### src/rtl/om_otf_converter.sv
// om_otf_converter: on-the-fly conversion of an MSD-first signed-digit stream
// z in {-1,0,+1} into an (N+1)-bit two's-complement integer equal to x*2^N.
// Uses the Q/QM register pair, so no carry propagation is needed per digit.
// Optional build macro: OM_OTF_SKIP_EN -- when defined, the first DELTA
// accepted digits after start are consumed without updating Q/QM. A nonzero
// or illegal skipped digit flags err.
module om_otf_converter #(
  parameter int N     = 8,
  parameter int DELTA = 2
) (
  input  logic         clk,
  input  logic         rst,
  input  logic         start,
  input  logic [1:0]   z,
  input  logic         z_valid,
  output logic         z_ready,
  output logic [N:0]   q,
  output logic         err,
  output logic         out_valid,
  input  logic         out_ready,
  output logic         busy
);

  localparam logic [1:0] ST_IDLE = 2'd0;
  localparam logic [1:0] ST_RUN  = 2'd1;
  localparam logic [1:0] ST_DONE = 2'd2;

`ifdef OM_OTF_SKIP_EN
  localparam int SKIP = DELTA;
`else
  // DELTA still appears so the parameter list is identical in both builds.
  localparam int SKIP = DELTA * 0;
`endif

  localparam int              TOTAL = N + SKIP;
  localparam int              CW    = $clog2(TOTAL + 1);
  localparam logic [CW-1:0]   LAST  = CW'(TOTAL - 1);

  logic [1:0]    state_q, state_d;
  logic [N:0]    acc_q, acc_d;     // Q: value of digits converted so far
  logic [N:0]    accm_q, accm_d;   // QM: always Q-1
  logic [CW-1:0] cnt_q, cnt_d;
  logic          err_q, err_d;
  logic [N:0]    res_q, res_d;

  logic          in_skip;
  logic [N:0]    acc_upd, accm_upd;
  logic          dig_pos, dig_neg, dig_bad;

  // Leading digits discarded only when the skip build is selected.
  generate
    if (SKIP > 0) begin : g_skip
      assign in_skip = (cnt_q < CW'(SKIP));
    end else begin : g_noskip
      assign in_skip = 1'b0;
    end
  endgenerate

  assign dig_pos = (z == 2'b10);
  assign dig_neg = (z == 2'b01);
  assign dig_bad = (z == 2'b11);

  // On-the-fly append: select the Q or QM prefix, never add.
  always_comb begin
    acc_upd  = {acc_q[N-1:0], 1'b0};
    accm_upd = {accm_q[N-1:0], 1'b1};
    if (dig_pos) begin
      acc_upd  = {acc_q[N-1:0], 1'b1};
      accm_upd = {acc_q[N-1:0], 1'b0};
    end else if (dig_neg) begin
      acc_upd  = {accm_q[N-1:0], 1'b1};
      accm_upd = {accm_q[N-1:0], 1'b0};
    end
  end

  // Next-state logic for the IDLE/RUN/DONE controller and datapath.
  always_comb begin
    state_d = state_q;
    acc_d   = acc_q;
    accm_d  = accm_q;
    cnt_d   = cnt_q;
    err_d   = err_q;
    res_d   = res_q;
    case (state_q)
      ST_IDLE: begin
        if (start) begin
          acc_d   = '0;
          accm_d  = '1;
          cnt_d   = '0;
          err_d   = 1'b0;
          state_d = ST_RUN;
        end
      end
      ST_RUN: begin
        if (z_valid) begin
          cnt_d = cnt_q + CW'(1);
          if (in_skip) begin
            if (z != 2'b00) err_d = 1'b1;
          end else begin
            acc_d  = acc_upd;
            accm_d = accm_upd;
            if (dig_bad) err_d = 1'b1;
          end
          if (cnt_q == LAST) begin
            state_d = ST_DONE;
            res_d   = acc_upd;
          end
        end
      end
      ST_DONE: begin
        if (out_ready) state_d = ST_IDLE;
      end
      default: state_d = ST_IDLE;
    endcase
  end

  // State registers with asynchronous clear.
  always_ff @(posedge clk or posedge rst) begin
    if (rst) begin
      state_q <= ST_IDLE;
      acc_q   <= '0;
      accm_q  <= '0;
      cnt_q   <= '0;
      err_q   <= 1'b0;
      res_q   <= '0;
    end else begin
      state_q <= state_d;
      acc_q   <= acc_d;
      accm_q  <= accm_d;
      cnt_q   <= cnt_d;
      err_q   <= err_d;
      res_q   <= res_d;
    end
  end

  assign z_ready   = (state_q == ST_RUN);
  assign out_valid = (state_q == ST_DONE);
  assign busy      = (state_q != ST_IDLE);
  assign q         = res_q;
  assign err       = err_q;

endmodule
### config.mk
export PLATFORM = sky130hd
export DESIGN_NAME = om_otf_converter
export DESIGN_NICKNAME = d
export VERILOG_FILES = /design/src/rtl/om_otf_converter.sv
export SDC_FILE = /design/constraint.sdc
export NUM_CORES = 1
export LEC_CHECK = 0
export ABC_AREA = 1
export CAP_MARGIN = 30
export CORE_ASPECT_RATIO = 1.75
export CORE_MARGIN = 1.5
export CORE_UTILIZATION = 45
export CTS_CLUSTER_DIAMETER = 50
export CTS_CLUSTER_SIZE = 28
export DETAILED_ROUTE_END_ITERATION = 6
export PLACE_DENSITY = 0.65
export SLEW_MARGIN = 10
export SYNTH_ARGS = -nofsm -noshare
export SYNTH_HDL_FRONTEND = slang
export SYNTH_SLANG_ARGS = --single-unit
export TNS_END_PERCENT = 100
### constraint.sdc
create_clock -name clk -period 1.5 [get_ports clk]
set_input_delay 0.45 -clock clk [delete_from_list [all_inputs] [get_ports clk]]
set_output_delay 0.45 -clock clk [all_outputs]
set_load 0.05 [all_outputs]
==> impl_metrics.toml, run 1 <==
[global_route]
grt_use_total_pct = 21.4
grt_max_degree = 33
grtUsageMet2_pct = 40.0
grtUsageMet1_pct = 22.2
grt_pass1_vias = 1427
grt_pass1_wl_um = 6380
grt.overflow.total = 0
use_met3_pct = 4.32
top_usage_layer = "met2"
antenna_found_initial = 0

[synth]
yosysTopAreaCell = "dfrtp_1"
synth_seq_area_share_pct = 49.3
syn_area_um2 = 1620
syn_area_per_cell_um2 = 8.04
synth_nets = 213
yosys.area.top_type_share_pct = 49.3
synth_area_leaders = "dfrtp_1 (49%), nand2_1 (21%), o21ai_0 (5.5%)"
synth.distinct_cells = 26
yosysWarnings = 0
synth_cells = 202
ys_seq_elements = 32

[sta]
fin_hold_ws_ns = 0.492
timing.final.ws_setup_ns = -0.0510
rsz0062_at_grt = "yes"
clock.fmax_mhz = 645
finalSetupViolCount = 3
final_max_slew_viol_count = 0
clock_skew_ns = 0.00212
tightestPinTransition_ns = 0.258
max-slew-margin-rel_pct = 82.7
fin_crit_sh_pct = 103
final-hold-violation-count = 0
finalCriticalPeriod_ns = 1.55
fin_tns_setup_ns = -0.113

[clocking]
clk-insertion-delay-late_ns = 0.29
clockBufferDepth = 2
cts_tree = "built"
h-tree-depth = 2
clk_pin_slew_ns = 0.06
cts_num_sinks = 32
postCtsHoldBufs = 0
cts_buffers = 5
cts_root_buf = "clkbuf_8"

[place]
port_buffers = 19
pre_cts_slack_ns = -0.522
post-dp-hpwl_um = 2620
place.gp.congestion = 0.837
dpl-instance-area_um2 = 2070

[drt]
wl_um = 3810
vias = 1435
wire_per_inst_um = 13.2
ant_nets = 0
drt_iter0_markers = 35
avgViaCountPerCell = 4.97
drc = 0
first_pass_iters = 4

[worst_setup_path]
worst_path_max_delay_cell = "dfrtp_1"
crit_chain = "buf_6 > nor2_4 > buf_12"
crit_path_max_incr_delay_ns = 0.44
endpoint_kind = "output port"
crit_arrival_ns = 1.10
cp_num_buf_inv = 2
crit_type = "reg2out"
start_kind = "register"
cp_max_fo = 3
required_ns = 1.05
cp_top_family = "flip-flops"

[job]
cap_violations = 0

[floorplanning]
num_rows = 28
die_h_um = 82.5
core_um2 = 3400
die-area_um2 = 3990
dieWidth_um = 48.4
num_io_pins = 20
floorplan.initialDensity_pct = 47.8

[pwr]
p_total_w = 0.00432
peakVddDrop_v = 0.00138
total_leakage_power_nw = 1.18
power.density_nw_per_um2 = 1890

[finish]
syn2layout_area_growth_pct = 41.1
finish.instance_area_um2 = 2290
drive_above_1_share_pct = 28.3
final_cell_mix = "nand2_1 (88), dfrtp_1 (32), buf_4 (17)"
nets = 254
final_common_cell = "nand2_1"
antennaDiodeCount = 0

[outcome]
status = "complete, but fails checks"
violations = "negative setup slack"

[min_path]
hold_path.class = "reg2reg"
-- final cells by class --
| type | instances | area (µm²) |
|---|---|---|
| multi-input combinational | 142 | 743 |
| fill | 272 | 1110 |
| tap | 45 | 56.3 |
| sequential | 32 | 801 |
| timing repair buffer | 40 | 512 |
| clock buffer | 8 | 90.1 |
| inverter | 22 | 88.8 |
-- worst register-to-register path, stage by stage (launching register included) --
cell,delay (ns)
dfrtp_1,0.44
nor2_2,0.17
buf_4,0.13
buf_4,0.10
nand2_2,0.05
nand2_2,0.18
buf_12,0.15
nand2_1,0.05
o21ai_0,0.07
-- metrics by stage --
step                      instances  util (%)
after floorplan                 202         -
after global placement          274      61.0
after detailed placement        274      61.0
after CTS                       287      65.1
after global routing            289      67.4
final                           289      67.4
-- cell families (layout without fill, tap and decap cells) --
group	Yosys count	count (layout)	synth area share [%]
fa+ha+maj	4	4	3.08
buf+inv	29	70	9.55
flops	32	32	49.3
simple gates	114	115	30.1
compound gates	22	22	7.32
mux	1	1	0.616
-- synth_stat cells --
master    count
a21boi_0      1
buf_2         1
buf_4         1
buf_6         5
clkinv_2      1
dfrtp_1      32
ha_1          4
inv_1        18
inv_2         2
inv_4         1
mux2i_1       1
nand2_1      91
nand2_2       3
nand2_4       1
nand3_1      11
nand3_4       1
nand3b_1      1
nand4_1       1
nor2_1        2
nor2_2        1
nor2_4        1
o21ai_0      18
o21ai_1       1
o21ai_2       1
o31ai_1       1
or2_2         1
-- flip-flops by register name, summed over array words and instances, names as in the netlist --
signal	flops
accm_q	8
cnt_q	4
q	9
state_q	2
err	1
acc_q	8
-- power breakdown --
group / switching [W] / internal [W]
registers: 0.000244 / 0.00115
logic: 0.00124 / 0.00100
clock network: 0.000309 / 0.000374
-- path summary, 6_finish.rpt --
path,from,cells past startpoint,slack [ns],to
max,state_q[0],3,-0.05,out_valid
min,acc_q[7],2,0.49,acc_q[7]
max reg2reg,state_q[0],8,0.08,accm_q[6]
min reg2reg,acc_q[7],2,0.49,acc_q[7]
max in group asynchronous,rst,3,0.82,acc_q[4]
min in group asynchronous,rst,3,0.50,q[0]
-- routing by layer --
metal | part of all wire (%) | vias to the layer above | wire length, µm
met4 | 2.7 | 0 | 102
met2 | 56 | 39 | 2120
met1 | 37 | 681 | 1430
met5 | 0 | - | 0
li1 | - | 705 | -
met3 | 4.1 | 10 | 156
-- timing repair --
| action | 4_1_cts | 5_1_grt |
|---|---|---|
| cloned | 0 | 1 |
| setup buffers | 5 | 1 |
| gates resized for setup | 14 | 19 |
| pin swaps | 5 | 3 |
| endpoints found under the setup margin | 17 | 21 |
No activity file was read; power rests on OpenSTA's default activity.
==> run 2: changes to the inputs <==
Settings changed: CAP_MARGIN 30 to not set.
==> results of run 2 <==
The final DEF is identical to that of run 1; final timing and power are the same.
==> run 3: changes to the inputs <==
Settings changed: CELL_PAD_IN_SITES_DETAIL_PLACEMENT set to 1, CELL_PAD_IN_SITES_GLOBAL_PLACEMENT set to 1, CORE_UTILIZATION 45 to 40, PLACE_DENSITY 0.65 to 0.75.
==> run 3 against run 2 <==
Count of clock-buffer cells in the layout decreased by 2. Clock skew increased by 0.0022 ns. Non-clock buffer count decreased by 6. Via count increased by 2.0%. Global-route usage increased by 4.2 points. Flip-flop and latch count unchanged. Cell area decreased by 1.0%. The run still ends with negative setup slack left.
==> impl_metrics.toml, run 3 (same netlist as run 1, synthesis figures left out) <==
[outcome]
status = "complete, but fails checks"
violations = "negative setup slack"

[global_route]
grt.overflow.total = 0
grt_use_total_pct = 25.6
grt_pass1_vias = 1684
grt_pass1_wl_um = 8140
antenna_found_initial = 0
grt_max_degree = 33

[floorplanning]
num_rows = 30
dieWidth_um = 51.2
num_io_pins = 20
core_um2 = 3870
die-area_um2 = 4470
floorplan.initialDensity_pct = 42.0
die_h_um = 87.3

[min_path]
hold_path.class = "in2async"

[finish]
multi_input_area_um2 = 769
nets = 248
drive_above_1_share_pct = 26.9
antennaDiodeCount = 0
syn2layout_area_growth_pct = 39.6
final_cell_mix = "nand2_1 (90), dfrtp_1 (30), inv_1 (16)"
final_common_cell = "nand2_1"
largest_reg_flops = 9
seq_area_um2 = 803
finish.instance_area_um2 = 2270
num-fill-cells = 459

[worst_setup_path]
r2r_start = "state_q[0]"
rr_endpoint = "accm_q[3]"
required_ns = 1.05
reg2reg_setup_slack_ns = 0.09
crit_type = "reg2out"
endpoint_kind = "output port"
cp_max_fo = 5
crit_end = "z_ready"
r2r_cells = 7
start_kind = "register"
crit_arrival_ns = 1.15
startpoint = "state_q[0]"

[place]
port_buffers = 19
pre_cts_slack_ns = -0.545
post-dp-hpwl_um = 3460
dpl-instance-area_um2 = 2050
place.gp.congestion = 0.823

[pwr]
peakVddDrop_v = 0.00141
total_leakage_power_nw = 1.15
power.density_nw_per_um2 = 1920

[sta]
finalCriticalPeriod_ns = 1.60
final-hold-violation-count = 0
rsz0062_at_grt = "yes"
fin_crit_sh_pct = 107
clock.fmax_mhz = 625
finalSetupViolCount = 3
tightestPinTransition_ns = 0.234
final_max_slew_viol_count = 0
clock_skew_ns = 0.00435
fin_hold_ws_ns = 0.490
timing.final.ws_setup_ns = -0.0997
max-slew-margin-rel_pct = 84.3

[job]
cap_violations = 0

[drt]
avgViaCountPerCell = 5.12
ant_nets = 0
wire_per_inst_um = 16.9
drc = 0
wl_um = 4830
drt_iter0_markers = 15
vias = 1463
first_pass_iters = 4

[clocking]
cts_root_buf = "clkbuf_8"
cts_tree = "built"
clk-insertion-delay-late_ns = 0.30
cts_buffers = 5
cts_num_sinks = 32
h-tree-depth = 2
clk_pin_slew_ns = 0.07
postCtsHoldBufs = 0
clockBufferDepth = 2
[run 3: cell count changes in the layout (fill, tap and decap cells not counted), moves of 2 or more]
cell      delta
buf_4        -4
nand2_2      -4
buf_6        -2
clkbuf_1     -2
o21ai_1      -2
nand2_1      +2
nand2_8      +2
o21ai_2      -2
clkinv_2     +2
dfrtp_2      +2
dfrtp_1      -2
o21ai_0      +3
[run 3: power by group]
group / total (W) / switching (W) / internal (W)
registers: 0.00142 / 0.000263 / 0.00116
logic: 0.00222 / 0.00132 / 0.000896
clock network: 0.000720 / 0.000354 / 0.000366
total: 0.00435 / 0.00194 / 0.00242
[run 3: critical path, stage by stage, from the launching register on]
cell and delay, ns:
dfrtp_2 0.45, inv_2 0.08, nor2_4 0.17, buf_12 0.16
[run 3: stage by stage]
step	setup TNS (ns)	power, W	std cells	utilization, %
2_1_floorplan	0	0.00260	202	-
3_3_place_gp	-8.82	0.00330	274	53.1
3_5_place_dp	-11.03	0.00340	274	53.1
4_1_cts	-0.252	0.00434	285	58.3
5_1_grt	-0.285	0.00464	286	58.6
6_report	-0.174	0.00435	286	58.6
[run 3: layer usage]
metal / wire length [µm] / GRT usage (%) / up-vias
met1: 1560 / 22.5 / 726
met2: 2940 / 50.8 / 32
li1: - / - / 691
met4: 165 / 13.3 / 0
met3: 159 / 5.67 / 14
met5: 0 / 0 / -
[run 3: worst min path at each step]
stage / to / startpoint / slack (ns) / cells after the start
final: cnt_q[2] / rst / 0.49 / 3
after global routing: accm_q[6] / rst / 0.53 / 3
after CTS: state_q[0] / rst / 0.50 / 3
after detailed placement: acc_q[7] / acc_q[7] / 0.50 / 2
after global placement: acc_q[7] / acc_q[7] / 0.47 / 2
after floorplan: acc_q[7] / acc_q[7] / 0.45 / 2
[run 3: area by class of cell]
class / instances / share of cell area (%)
Sequential cell: 32 / 35.4
Multi-Input combinational cell: 142 / 33.9
Timing Repair Buffer: 34 / 20.1
Inverter: 22 / 3.81
Clock buffer: 6 / 3.64
Tap cell: 48 / 2.65
Clock inverter: 2 / 0.442
[run 3: repair_timing]
item                       4_1_cts  5_1_grt
gates resized for setup         29        1
pin swaps                        4        2
cloned                           1        0
setup buffers                    2        1
setup endpoints to repair       24       19
